File: src/rtl/id_ex_stage_reg.sv
// Decode->execute boundary register with load-use hazard detection; optional stats under IDEX_STATS_EN.
// Latency: 1 cycle D->E; a load-use hazard inserts exactly one bubble.
// Backpressure: StallE holds E; LoadUseStall (comb) tells fetch/decode to hold.
module id_ex_stage_reg #(
    parameter int DATA_WIDTH = 32,
    parameter int REG_AW     = 5,
    parameter int STAT_WIDTH = 16
) (
    input  logic                  clk,
    input  logic                  rst_n,
    input  logic                  ValidD,
    input  logic                  RegWriteD,
    input  logic [1:0]            ResultSrcD,
    input  logic                  MemWriteD,
    input  logic                  JumpD,
    input  logic                  BranchD,
    input  logic [2:0]            ALUControlD,
    input  logic                  ALUSrcD,
    input  logic                  JalrmuxSelD,
    input  logic [2:0]            Funct3D,
    input  logic [DATA_WIDTH-1:0] RD1D,
    input  logic [DATA_WIDTH-1:0] RD2D,
    input  logic [DATA_WIDTH-1:0] ImmExtD,
    input  logic [DATA_WIDTH-1:0] PCD,
    input  logic [DATA_WIDTH-1:0] PCPlus4D,
    input  logic [REG_AW-1:0]     Rs1D,
    input  logic [REG_AW-1:0]     Rs2D,
    input  logic [REG_AW-1:0]     RdD,
    input  logic                  FlushE,
    input  logic                  StallE,
    output logic                  ValidE,
    output logic                  RegWriteE,
    output logic [1:0]            ResultSrcE,
    output logic                  MemWriteE,
    output logic                  JumpE,
    output logic                  BranchE,
    output logic [2:0]            ALUControlE,
    output logic                  ALUSrcE,
    output logic                  JalrmuxSelE,
    output logic [2:0]            Funct3E,
    output logic [DATA_WIDTH-1:0] RD1E,
    output logic [DATA_WIDTH-1:0] RD2E,
    output logic [DATA_WIDTH-1:0] ImmExtE,
    output logic [DATA_WIDTH-1:0] PCE,
    output logic [DATA_WIDTH-1:0] PCPlus4E,
    output logic [REG_AW-1:0]     Rs1E,
    output logic [REG_AW-1:0]     Rs2E,
    output logic [REG_AW-1:0]     RdE,
`ifdef IDEX_STATS_EN
    output logic [STAT_WIDTH-1:0] BubbleCnt,
    output logic [STAT_WIDTH-1:0] FlushCnt,
`endif
    output logic                  LoadUseStall
);

    typedef struct packed {
        logic                  valid;
        logic                  reg_write;
        logic [1:0]            result_src;
        logic                  mem_write;
        logic                  jump;
        logic                  branch;
        logic [2:0]            alu_control;
        logic                  alu_src;
        logic                  jalrmux_sel;
        logic [2:0]            funct3;
        logic [DATA_WIDTH-1:0] rd1;
        logic [DATA_WIDTH-1:0] rd2;
        logic [DATA_WIDTH-1:0] imm_ext;
        logic [DATA_WIDTH-1:0] pc;
        logic [DATA_WIDTH-1:0] pc_plus4;
        logic [REG_AW-1:0]     rs1;
        logic [REG_AW-1:0]     rs2;
        logic [REG_AW-1:0]     rd;
    } ex_t;

    ex_t ex_q, ex_d, ex_cap;

    // Empty decode slots still carry data, but must never carry side-effecting control.
    always_comb begin
        ex_cap             = '0;
        ex_cap.valid       = ValidD;
        ex_cap.reg_write   = ValidD & RegWriteD;
        ex_cap.result_src  = ValidD ? ResultSrcD  : 2'b00;
        ex_cap.mem_write   = ValidD & MemWriteD;
        ex_cap.jump        = ValidD & JumpD;
        ex_cap.branch      = ValidD & BranchD;
        ex_cap.alu_control = ValidD ? ALUControlD : 3'b000;
        ex_cap.alu_src     = ValidD & ALUSrcD;
        ex_cap.jalrmux_sel = ValidD & JalrmuxSelD;
        ex_cap.funct3      = Funct3D;
        ex_cap.rd1         = RD1D;
        ex_cap.rd2         = RD2D;
        ex_cap.imm_ext     = ImmExtD;
        ex_cap.pc          = PCD;
        ex_cap.pc_plus4    = PCPlus4D;
        ex_cap.rs1         = Rs1D;
        ex_cap.rs2         = Rs2D;
        ex_cap.rd          = RdD;
    end

    assign LoadUseStall = ex_q.valid & ex_q.reg_write & (ex_q.result_src == 2'b01)
                        & (ex_q.rd != '0) & ValidD
                        & ((ex_q.rd == Rs1D) | (ex_q.rd == Rs2D));

    always_comb begin
        ex_d = ex_q;
        if (FlushE)            ex_d = '0;
        else if (StallE)       ex_d = ex_q;
        else if (LoadUseStall) ex_d = '0;
        else                   ex_d = ex_cap;
    end

    always_ff @(posedge clk or negedge rst_n) begin
        if (!rst_n) ex_q <= '0;
        else        ex_q <= ex_d;
    end

`ifdef IDEX_STATS_EN
    localparam logic [STAT_WIDTH-1:0] CNT_ONE = STAT_WIDTH'(1);
    logic [STAT_WIDTH-1:0] bubble_cnt_q, flush_cnt_q;

    always_ff @(posedge clk or negedge rst_n) begin
        if (!rst_n) begin
            bubble_cnt_q <= '0;
            flush_cnt_q  <= '0;
        end else begin
            if (!FlushE && !StallE && LoadUseStall) bubble_cnt_q <= bubble_cnt_q + CNT_ONE;
            if (FlushE && (ex_q.valid || ValidD))  flush_cnt_q  <= flush_cnt_q + CNT_ONE;
        end
    end

    assign BubbleCnt = bubble_cnt_q;
    assign FlushCnt  = flush_cnt_q;
`endif

    assign ValidE      = ex_q.valid;
    assign RegWriteE   = ex_q.reg_write;
    assign ResultSrcE  = ex_q.result_src;
    assign MemWriteE   = ex_q.mem_write;
    assign JumpE       = ex_q.jump;
    assign BranchE     = ex_q.branch;
    assign ALUControlE = ex_q.alu_control;
    assign ALUSrcE     = ex_q.alu_src;
    assign JalrmuxSelE = ex_q.jalrmux_sel;
    assign Funct3E     = ex_q.funct3;
    assign RD1E        = ex_q.rd1;
    assign RD2E        = ex_q.rd2;
    assign ImmExtE     = ex_q.imm_ext;
    assign PCE         = ex_q.pc;
    assign PCPlus4E    = ex_q.pc_plus4;
    assign Rs1E        = ex_q.rs1;
    assign Rs2E        = ex_q.rs2;
    assign RdE         = ex_q.rd;

endmodule
File: config.mk
export PLATFORM = sky130hd
export DESIGN_NAME = id_ex_stage_reg
export DESIGN_NICKNAME = d
export VERILOG_FILES = /design/src/rtl/id_ex_stage_reg.sv
export SDC_FILE = /design/constraint.sdc
export NUM_CORES = 1
export LEC_CHECK = 0
export ABC_CLOCK_PERIOD_IN_PS = 4900
export BUFFER_PORTS_ARGS = -buffer_cell sky130_fd_sc_hd__buf_2
export CAP_MARGIN = 10
export CORE_MARGIN = 2
export CORE_UTILIZATION = 40
export DETAILED_ROUTE_END_ITERATION = 16
export GPL_TIMING_DRIVEN = 1
export PLACE_DENSITY = 0.71
export SLEW_MARGIN = 20
export SYNTH_ARGS = -nofsm -noshare
export SYNTH_HDL_FRONTEND = slang
export SYNTH_SLANG_ARGS = --single-unit
File: constraint.sdc
create_clock -name clk -period 4.9 [get_ports clk]
set_clock_uncertainty 0.15 [all_clocks]
set_input_delay 0.49 -clock clk [delete_from_list [all_inputs] [get_ports clk]]
set_output_delay 0.49 -clock clk [all_outputs]
set_load 0.05 [all_outputs]
==> summary.md, run 1 <==
| Metric | Value |
|---|---|
| Largest net degree at the start of global routing | `between 90 and 100` |
| Design Area, Final | `about 11,000 µm²` |
| Dominant cells by area after synthesis | `dfrtp_1 (55%), o41ai_1 (15%), nand2_1 (7.9%), inv_1 (7.5%), o41ai_2 (4.1%)` |
| Crit end category | `output port` |
| FF+latch count, synth | `between 150 and 200` |
| Vias in the first global route | `around 7,500` |
| Synth Net Count | `approximately 1,100` |
| Cts bufs inserted | `17` |
| DRT antenna net count | `0` |
| Int Pwr | `about 2.5 mW` |
| Reg clk slew, reported paths | `roughly 0.08 ns` |
| Period utilization | `0.696` |
| Final setup TNS | `0 ns` |
| Total setup buffers inserted after CTS | `0` |
| CTS tree | `done` |
| Total Power | `~3.8 mW` |
| Initial Util | `0.410` |
| Final setup viols | `0` |
| Layout cell share with drive strength beyond 1 | `0.374` |
| Dpl hpwl | `about 17 mm` |
| Vias per cell | `around 5.2` |
| Leakage | `6.30 nW` |
| Wire per inst | `roughly 17 µm` |
| Mapped Avg Cell Area | `approximately 10 µm²` |
| Hold crit path type | `primary input to async pin` |
| CTS root buf | `clkbuf_16` |
| Max VDD drop | `between 0.2 and 0.25 mV` |
| Combinational Power Share | `0.195` |
| Util after Layout | `0.526` |
| Sw Ratio | `0.333` |
| Core area | `21,200 µm²` |
| Pre-CTS setup slack | `approximately 1.7 ns` |
| Worst-Margin Slew | `approximately 1.1 ns` |
| Initial DRC Count | `between 400 and 500` |
| Ys async rst share | `1.00` |
| EDFF count, synth | `0` |
| Area of the multi-input gates | `2780 µm²` |
| Die Y | `151 µm` |
| Layout fillers | `between 1,500 and 2,000` |
| Clock network fraction of total power | `0.357` |
| FP Rows | `53` |
| Syn Inst Count | `860` |
| YS warnings | `0` |
| Top-area cell type share of the netlist area | `0.548` |
| Congestion Overflow GR | `0` |
| Startpoint Class | `flip-flop` |
| Crit path time final | `roughly 3.4 ns` |
| Area growth syn-to-layout | `28.5%` |
| First-pass DRT Iterations | `4` |
| Die Span X | `approximately 150 µm` |
| Violated checks | `hold timing` |
| Synthesized area | `slightly below 9000 µm²` |
| Worst Path Required | `roughly 4.3 ns` |
| Sequential share of power | `0.448` |
| FF/Latch Area | `roughly 4800 µm²` |
| Clk sinks | `between 150 and 200` |
| Clk buf depth | `2` |
| Fmax achieved | `0.293 GHz` |
| Final Hold Viols | `14` |
| Yosys top cell by area | `dfrtp_1` |
| Full die area | `between 20,000 and 25,000 µm²` |
| Final worst setup slack | `between 1 and 1.5 ns` |
| P_sw | `roughly 1.3 mW` |
| IO buf count | `about 380` |
| Worst skew pair latency | `between 0.4 and 0.5 ns` |
| Max-slew headroom | `0.285` |
| Remaining DRCs | `0` |
| Via count | `about 7,700` |
| Placed cell area | `10,600 µm²` |
| IO Pins | `between 300 and 400` |
| Post-Route WL | `between 20 and 30 mm` |
| CP Max Fanout | `40` |
| WHS | `-0.0402 ns` |
| Outcome | `finished, violations left` |
| Tot GR Track Use | `0.217` |
| Worst reg-to-reg path cell count | `7` |
| Placed insts | `between 1,000 and 1,500` |
| RSZ-0062 raised after global routing | `false` |
| Reg-to-reg endpoint | `ImmExtE[27]` |
| Crit Reg-Reg Startpoint | `RdE[2]` |
| Sequential element share of the synthesized area | `0.548` |
| Initial antenna violation count | `1` |
| Synth top cells by count | `dfrtp_1 (190), nand2_1 (183), inv_1 (174), o41ai_1 (151), clkbuf_1 (63)` |
| Unique masters post-synth | `24` |
| Power per standard cell area | `about 340 nW/µm²` |
| First-pass GRT wire length | `39.4 mm` |
| Final net count | `around 1,400` |
| Max-slew violations | `0` |
| Flop-to-flop setup slack | `roughly 1.8 ns` |
| Count leader, synth | `dfrtp_1` |
| Max_cap viols | `0` |
| Post-CTS Resized | `0` |
| Gpl congestion | `roughly 0.80` |
| H-tree depth | `4` |
| Ys flop type | `dfrtp_1` |
| Antenna Cells | `0` |
| CTS Hold Buffers Added | `0` |
| Critical path class | `flip-flop to output port` |
| Post-route insts no fill | `1,476` |
| Critical path arrival | `roughly 2.8 ns` |
-- flip-flops by register name, indices dropped and copies added, names as in the netlist --
| register | count |
|---|---|
| RD1E | 32 |
| MemWriteE | 1 |
| ALUSrcE | 1 |
| Rs2E | 5 |
| Rs1E | 5 |
| ImmExtE | 32 |
| RdE | 5 |
| JalrmuxSelE | 1 |
| ResultSrcE | 2 |
| ValidE | 1 |
| PCPlus4E | 32 |
| RegWriteE | 1 |
| PCE | 32 |
| ALUControlE | 3 |
| JumpE | 1 |
| BranchE | 1 |
| Funct3E | 3 |
| RD2E | 32 |
-- layer usage --
layer	global-route usage	wire length [µm]
met1	0.273	10500
met2	0.360	12600
met3	0.0569	1770
met4	0.0794	613
met5	0	13
-- layout by cell type, fill, tap and decap left out, types with 3 or more instances in the layout --
cell,count
nor3b_1,5
clkinv_4,4
nor2_1,3
o21ai_1,10
inv_1,174
dfrtp_1,190
o41ai_1,151
clkbuf_16,17
inv_8,4
nand2_1,183
nand3b_1,10
buf_4,7
a32o_1,7
inv_6,5
buf_2,381
o41ai_2,22
xor2_1,10
-- worst max path at each step --
stage / start / end / slack, ns
after global placement: Rs2D[1] / PCE[13] / 1.79
after detailed placement: Rs1D[2] / ImmExtE[10] / 1.73
after floorplan: RdE[1] / LoadUseStall / 2.12
final: RdE[2] / LoadUseStall / 1.49
after CTS: RdE[2] / LoadUseStall / 1.46
after global routing: RdE[1] / LoadUseStall / 1.34
-- cell type report --
type / instances / share of cell area
Clock buffer: 19 / 0.0398
Clock inverter: 13 / 0.0108
Inverter: 175 / 0.0594
Multi-Input combinational cell: 411 / 0.249
Sequential cell: 190 / 0.427
Tap cell: 275 / 0.0309
Timing Repair Buffer: 393 / 0.183
-- power groups by stage --
stage,registers (mW),logic [mW],clock network [mW]
after global placement,1.73,0.740,0
after global routing,1.71,0.789,1.45
final,1.70,0.740,1.35
after floorplan,2.04,0.180,0
after detailed placement,1.73,0.747,0
after CTS,1.70,0.747,1.39
-- worst max-delay path, stage by stage, from the launching register on --
cell and delay [ns]:
dfrtp_1 0.47, xor2_1 0.20, nor3_1 0.19, a22oi_1 0.11, or4_1 0.70, clkinv_4 0.34
buf_2 0.33
-- logic make-up after synthesis --
kind of cell | count (synthesis) | synth area share
XOR/XNOR | 10 | 0.0101
AND/OR/NAND/NOR | 210 | 0.101
buffers and inverters | 259 | 0.132
AO/OA/AOI/OAI | 191 | 0.209
flip-flops | 190 | 0.548
Note: power is estimated with default switching activity, not from simulation.
==> inputs of run 2 (changes only) <==
--- a/config.mk
+++ b/config.mk
@@ -5,14 +5,14 @@
 export SDC_FILE = /design/constraint.sdc
 export NUM_CORES = 1
 export LEC_CHECK = 0
-export ABC_CLOCK_PERIOD_IN_PS = 4900
+export ABC_CLOCK_PERIOD_IN_PS = 2900
 export BUFFER_PORTS_ARGS = -buffer_cell sky130_fd_sc_hd__buf_2
 export CAP_MARGIN = 10
 export CORE_MARGIN = 2
 export CORE_UTILIZATION = 40
 export DETAILED_ROUTE_END_ITERATION = 16
 export GPL_TIMING_DRIVEN = 1
-export PLACE_DENSITY = 0.71
+export PLACE_DENSITY = 0.73
 export SLEW_MARGIN = 20
 export SYNTH_ARGS = -nofsm -noshare
 export SYNTH_HDL_FRONTEND = slang
==> constraint.sdc (replaced) <==
create_clock -name clk -period 2.9 [get_ports clk]
set_clock_uncertainty 0.15 [all_clocks]
set_input_delay 0.29 -clock clk [delete_from_list [all_inputs] [get_ports clk]]
set_output_delay 0.29 -clock clk [all_outputs]
set_load 0.05 [all_outputs]
==> run 2 against run 1 <==
  * The flow now finishes without violations
  * Sequential share of layout area is 6.4 points lower
  * Sequential power increased by 69%
  * Sequential cell count stayed put
  * Final area up 18%
  * Routed wire length is 15% higher
  * Final cell count is 13% higher
  * Worst setup slack lost 1.4 ns
  * Die area unchanged
  * Critical path depth rose by 2
  * Register-to-register slack got worse by 1.4 ns
  * Utilization up 9.4 points
  * Highest routed layer unchanged
==> summary.md, run 2 (synthesized netlist as in run 1, its figures left out) <==
| Metric | Value |
|---|---|
| Clk buf depth | `2` |
| Area growth syn-to-layout | `51.3%` |
| Reg clk slew, reported paths | `0.07 ns` |
| Hold path start | `Rs2D[3]` |
| Slowest stage cell on the critical path | `or4_4` |
| IO Pins | `~390` |
| Post-Route WL | `29.3 mm` |
| Final setup TNS | `0 ns` |
| Full die area | `approximately 23,000 µm²` |
| CP peak stage delay | `between 0.5 and 0.6 ns` |
| Die Span X | `roughly 150 µm` |
| Fmax achieved | `about 0.36 GHz` |
| Crit end category | `output port` |
| Vias per cell | `5.22` |
| Dpl hpwl | `17.0 mm` |
| Via count | `roughly 8,700` |
| Period utilization | `0.968` |
| Max VDD drop | `about 0.36 mV` |
| Reg-to-reg endpoint | `PCPlus4E[11]` |
| Remaining DRCs | `0` |
| CTS root buf | `clkbuf_16` |
| Crit path time final | `2.81 ns` |
| Initial DRC Count | `around 560` |
| Clk sinks | `190` |
| Critical path arrival | `between 2 and 2.5 ns` |
| Die Y | `151 µm` |
| Initial antenna violation count | `2` |
| Flop-to-flop setup slack | `between 0.4 and 0.5 ns` |
| Critical path's top delay family | `buffers and inverters` |
| Met1 Usage GRT | `0.295` |
| Vias in the first global route | `8,885` |
| Critical Path Stages | `8` |
| Max_cap viols | `0` |
| Worst skew pair latency | `0.42 ns` |
| Met2 usage | `0.424` |
| Congestion Overflow GR | `0` |
| Hold crit path type | `primary input to flip-flop` |
| DRT antenna net count | `0` |
| Total Power | `between 6 and 7 mW` |
| Final setup viols | `0` |
| Gpl congestion | `approximately 0.84` |
| Worst-Margin Slew | `about 0.64 ns` |
| Final Hold Viols | `0` |
| CTS tree | `done` |
| Hold depth | `3` |
| Max-slew violations | `0` |
| Startpoint Class | `primary input` |
| GRT Max-Usage Layer | `met2` |
| Commonest non-fill, non-tap cell in the layout | `buf_2` |
| First-pass GRT wire length | `around 45 mm` |
| Critical path class | `primary input to output port` |
| Leakage | `between 7 and 8 nW` |
| RSZ-0062 raised after global routing | `false` |
| Initial Util | `0.410` |
| Power per standard cell area | `between 500 and 600 nW/µm²` |
| Total setup buffers inserted after CTS | `0` |
| Outcome | `complete, no violations` |
| IO buf count | `around 380` |
| Final net count | `1,572` |
| First-pass DRT Iterations | `5` |
| Tot GR Track Use | `0.248` |
| Cts bufs inserted | `17` |
| H-tree depth | `4` |
| Max-slew headroom | `0.572` |
| Commonest non-fill, non-tap cells in the layout | `buf_2 (380), dfrtp_1 (190), nand2_1 (183)` |
| Core area | `about 21,000 µm²` |
| CP Max Fanout | `12` |
| GR Util met3 | `0.0557` |
| Critical-path cell list | `dlygate4sd3_1 -> buf_2 -> xor2_1 -> nor3_1 -> a22oi_1 -> or4_4 -> clkinv_4 -> buf_4` |
| Wire per inst | `approximately 18 µm` |
| CP bufs+invs | `4` |
| Layout cell share with drive strength beyond 1 | `0.329` |
| Hold Path Sink | `Rs2E[3]` |
| Crit Reg-Reg Startpoint | `RdE[2]` |
| Worst reg-to-reg path cell count | `7` |
| Largest net degree at the start of global routing | `107` |
| FP Rows | `53` |
| Worst Path Required | `about 2.5 ns` |
run 2: cell count changes in the layout (fill, tap and decap cells not counted), sizes merged:
cell,previous run,this run
inv,183,180
diode,0,1
buf,392,400
clkinvlp,0,3
clkbuf,20,19
dlygate4sd3,0,181
clkinv,5,4
bufinv,0,1
run 2: cell type report:
cell class / count / area [µm²]
Antenna cell: 1 / 2.50
Clock buffer: 18 / 429
Clock inverter: 12 / 130
Fill cell: 1652 / 8040
Inverter: 175 / 662
Multi-Input combinational cell: 411 / 2780
Sequential cell: 190 / 4750
Tap cell: 275 / 344
Timing Repair Buffer: 582 / 4010
Timing Repair inverter: 1 / 5.00
run 2: per-layer routing:
| layer | up-vias | share of wire |
|---|---|---|
| met5 | - | 0.00044 |
| met4 | 2 | 0.040 |
| met3 | 88 | 0.067 |
| met2 | 422 | 0.51 |
| met1 | 4190 | 0.38 |
| li1 | 3981 | - |
run 2: metrics by stage:
step	instance area, µm²	instances	utilization	hold WS (ns)	setup slack, ns
after global placement	10700	1452	0.507	0.215	0.468
after floorplan	8670	860	-	-0.156	0.323
final	13100	1665	0.620	0.0203	0.0932
after global routing	13100	1665	0.620	0.00904	0.0439
after CTS	13100	1663	0.620	0.000929	0.0164
after detailed placement	10700	1452	0.507	0.208	0.425
run 2: tightest hold or removal path, cell delays in order:
cell     delay [ns]
buf_2          0.12
inv_1          0.06
o41ai_2        0.07
run 2: worst max path at each step:
stage	startpoint	end	slack, ns
2_1_floorplan	RdE[1]	LoadUseStall	0.32
3_3_place_gp	RdE[2]	LoadUseStall	0.47
3_5_place_dp	RdE[1]	PCPlus4E[11]	0.43
4_1_cts	Rs1D[4]	LoadUseStall	0.02
5_1_grt	RdE[1]	LoadUseStall	0.04
6_report	Rs1D[4]	LoadUseStall	0.09
run 2: repair_timing:
item	in CTS	in global routing
cloned	0	1
pin swaps	0	0
resized for setup	1	1
hold endpoints to repair	250	0
endpoints found under the setup margin	1	1
hold buffers	181	0
run 2: power by group:
group / internal [mW] / switching [mW]
registers: 2.79 / 0.0855
clock network: 1.21 / 1.09
logic: 0.499 / 0.987
==> inputs of run 3 (changes only) <==
--- a/config.mk
+++ b/config.mk
@@ -6,7 +6,7 @@
 export NUM_CORES = 1
 export LEC_CHECK = 0
 export ABC_CLOCK_PERIOD_IN_PS = 2900
-export BUFFER_PORTS_ARGS = -buffer_cell sky130_fd_sc_hd__buf_2
+export BUFFER_PORTS_ARGS = -buffer_cell sky130_fd_sc_hd__clkbuf_2
 export CAP_MARGIN = 10
 export CORE_MARGIN = 2
 export CORE_UTILIZATION = 40
==> run 3 against run 2 <==
  * Final cell count grew 0.24%
  * Routed wire length shrank 0.18%
  * Maximum frequency grew 1.0%
  * Via count grew 0.37%
  * Final area grew 0.29%
  * Sequential share of layout area shrank 0.10 points
  * Sequential cell count is the same
  * Critical path depth is the same
  * Largest power group unchanged
==> summary.md, run 3 (synthesized netlist as in run 1, its figures left out) <==
| Metric | Value |
|---|---|
| Max-slew headroom | `0.601` |
| Crit path time final | `between 2 and 3 ns` |
| Final setup TNS | `0 ns` |
| Die Y | `151 µm` |
| Full die area | `~23,000 µm²` |
| Dpl hpwl | `approximately 17 mm` |
| Sw Ratio | `0.332` |
| Final setup viols | `0` |
| Startpoint Class | `primary input` |
| Area of the multi-input gates | `between 2000 and 3000 µm²` |
| IO buf count | `384` |
| Layout cell share with drive strength beyond 1 | `0.331` |
| Int Pwr | `4.41 mW` |
| Die Span X | `approximately 150 µm` |
| Leakage | `7.07 nW` |
| Hold depth | `3` |
| First-pass DRT Iterations | `5` |
| Sequential share of power | `0.436` |
| Tot GR Track Use | `0.248` |
| Cts bufs inserted | `17` |
| Final net count | `approximately 1,600` |
| RSZ-0062 raised after global routing | `false` |
| Clk sinks | `between 150 and 200` |
| Critical path class | `primary input to output port` |
| Period utilization | `0.958` |
| Reg clk slew, reported paths | `roughly 0.07 ns` |
| Initial DRC Count | `580` |
| Worst reg-to-reg path cell count | `7` |
| Total setup buffers inserted after CTS | `0` |
| Antenna Cells | `0` |
| Power per standard cell area | `502 nW/µm²` |
| Flop-to-flop setup slack | `0.54 ns` |
| H-tree depth | `4` |
| Critical path arrival | `around 2.3 ns` |
| Worst-Margin Slew | `approximately 0.6 ns` |
| Initial antenna violation count | `0` |
| FF/Latch Area | `roughly 4800 µm²` |
| Worst skew pair latency | `around 0.42 ns` |
| DRT antenna net count | `0` |
| Commonest non-fill, non-tap cells in the layout | `clkbuf_2 (380), dfrtp_1 (190), nand2_1 (183), dlygate4sd3_1 (183), inv_1 (174)` |
| P_sw | `roughly 2.2 mW` |
| FP Rows | `53` |
| Final worst setup slack | `approximately 0.12 ns` |
| Initial Util | `0.410` |
| Remaining DRCs | `0` |
| CP Max Fanout | `17` |
| IO Pins | `385` |
| Commonest non-fill, non-tap cell in the layout | `clkbuf_2` |
| Max-slew violations | `0` |
| Post-Route WL | `29.2 mm` |
| Reg-to-reg endpoint | `RD2E[11]` |
| Worst Path Required | `~2.5 ns` |
| Largest net degree at the start of global routing | `roughly 110` |
| Total Power | `6.61 mW` |
| Pre-CTS setup slack | `between 0.4 and 0.5 ns` |
| CTS root buf | `clkbuf_16` |
| Hold crit path type | `primary input to flip-flop` |
| First-pass GRT wire length | `roughly 45 mm` |
| Fmax achieved | `between 0.3 and 0.4 GHz` |
| Crit end category | `output port` |
| Gpl congestion | `approximately 0.84` |
| CTS tree | `done` |
| Layout fillers | `1,670` |
| Congestion Overflow GR | `0` |
| Clock network fraction of total power | `0.340` |
| Wire per inst | `17.5 µm` |
| Crit Reg-Reg Startpoint | `RdE[2]` |
| Hold Path Sink | `ALUControlE[0]` |
| Max VDD drop | `0.323 mV` |
| Max_cap viols | `0` |
| Hold path start | `ALUControlD[0]` |
| Final Hold Viols | `0` |
| Outcome | `complete, no violations` |
| Area growth syn-to-layout | `51.8%` |
| Vias per cell | `between 5 and 6` |
| Core area | `roughly 21,000 µm²` |
| Combinational Power Share | `0.224` |
| Clk buf depth | `2` |
| Vias in the first global route | `about 8,900` |
| Via count | `~8,700` |
==> run 3: cell types whose count changed in the layout (fill, tap and decap cells not counted) <==
cell / change
buf_2: -380
buf_4: +2
bufinv_16: -1
clkbuf_1: -1
clkbuf_2: +380
clkinv_2: +1
clkinvlp_4: -2
diode_2: -1
dlygate4sd3_1: +2
inv_16: +1
inv_6: +2
inv_8: +1
==> run 3: layer usage <==
layer	global-route usage	part of all wire	vias to the layer above	routed length, µm
met5	0	0	-	0
met4	0.114	0.036	0	1040
met3	0.0581	0.074	79	2150
met2	0.422	0.51	454	14900
met1	0.296	0.38	4186	11100
li1	-	-	3996	-
==> run 3: worst max-delay path: stages <==
cell	delay (ns)
dlygate4sd3_1	0.56
clkbuf_2	0.14
xor2_1	0.14
nor2_1	0.13
a22oi_1	0.11
or4_4	0.64
inv_16	0.17
buf_12	0.15
==> run 3: repair_timing <==
action	4_1_cts	5_1_grt
hold endpoints to repair	249	0
gates resized for setup	0	6
endpoints found under the setup margin	0	1
hold buffers	183	0
==> run 3: worst max-delay path by stage <==
| stage | end | slack (ns) | cells after the start | from |
|---|---|---|---|---|
| after floorplan | LoadUseStall | 0.32 | 8 | RdE[1] |
| after global placement | RD2E[13] | 0.45 | 7 | RdE[0] |
| after detailed placement | ImmExtE[22] | 0.43 | 7 | RdE[1] |
| after CTS | LoadUseStall | 0.02 | 6 | RdE[1] |
| after global routing | LoadUseStall | 0.05 | 6 | RdE[1] |
| final | LoadUseStall | 0.12 | 8 | Rs2D[3] |
==> run 3: metrics by stage <==
| stage | hold WS [ns] | instance area [µm²] | utilization | std cells |
|---|---|---|---|---|
| after floorplan | -0.156 | 8670 | - | 860 |
| after global placement | 0.199 | 10800 | 0.508 | 1454 |
| after detailed placement | 0.202 | 10800 | 0.508 | 1454 |
| after CTS | 0.00333 | 13100 | 0.621 | 1668 |
| after global routing | 0.0426 | 13200 | 0.622 | 1669 |
| final | 0.0463 | 13200 | 0.622 | 1669 |
==> run 3: area by class of cell <==
type | count | area share
flip-flops and latches | 190 | 0.361
repair inverters | 1 | 0.000666
clock inverters | 14 | 0.00942
repair buffers | 586 | 0.307
clock buffers | 17 | 0.0323
well taps | 275 | 0.0262
inverters | 175 | 0.0512
multi-input cells | 411 | 0.211
==> run 3: power by group through the flow <==
stage	registers, mW	clock network [mW]	logic [mW]
after floorplan	3.44	0	0.304
after global placement	2.92	0	1.26
after detailed placement	2.93	0	1.27
after CTS	2.88	2.31	1.47
after global routing	2.90	2.41	1.57
final	2.88	2.25	1.48
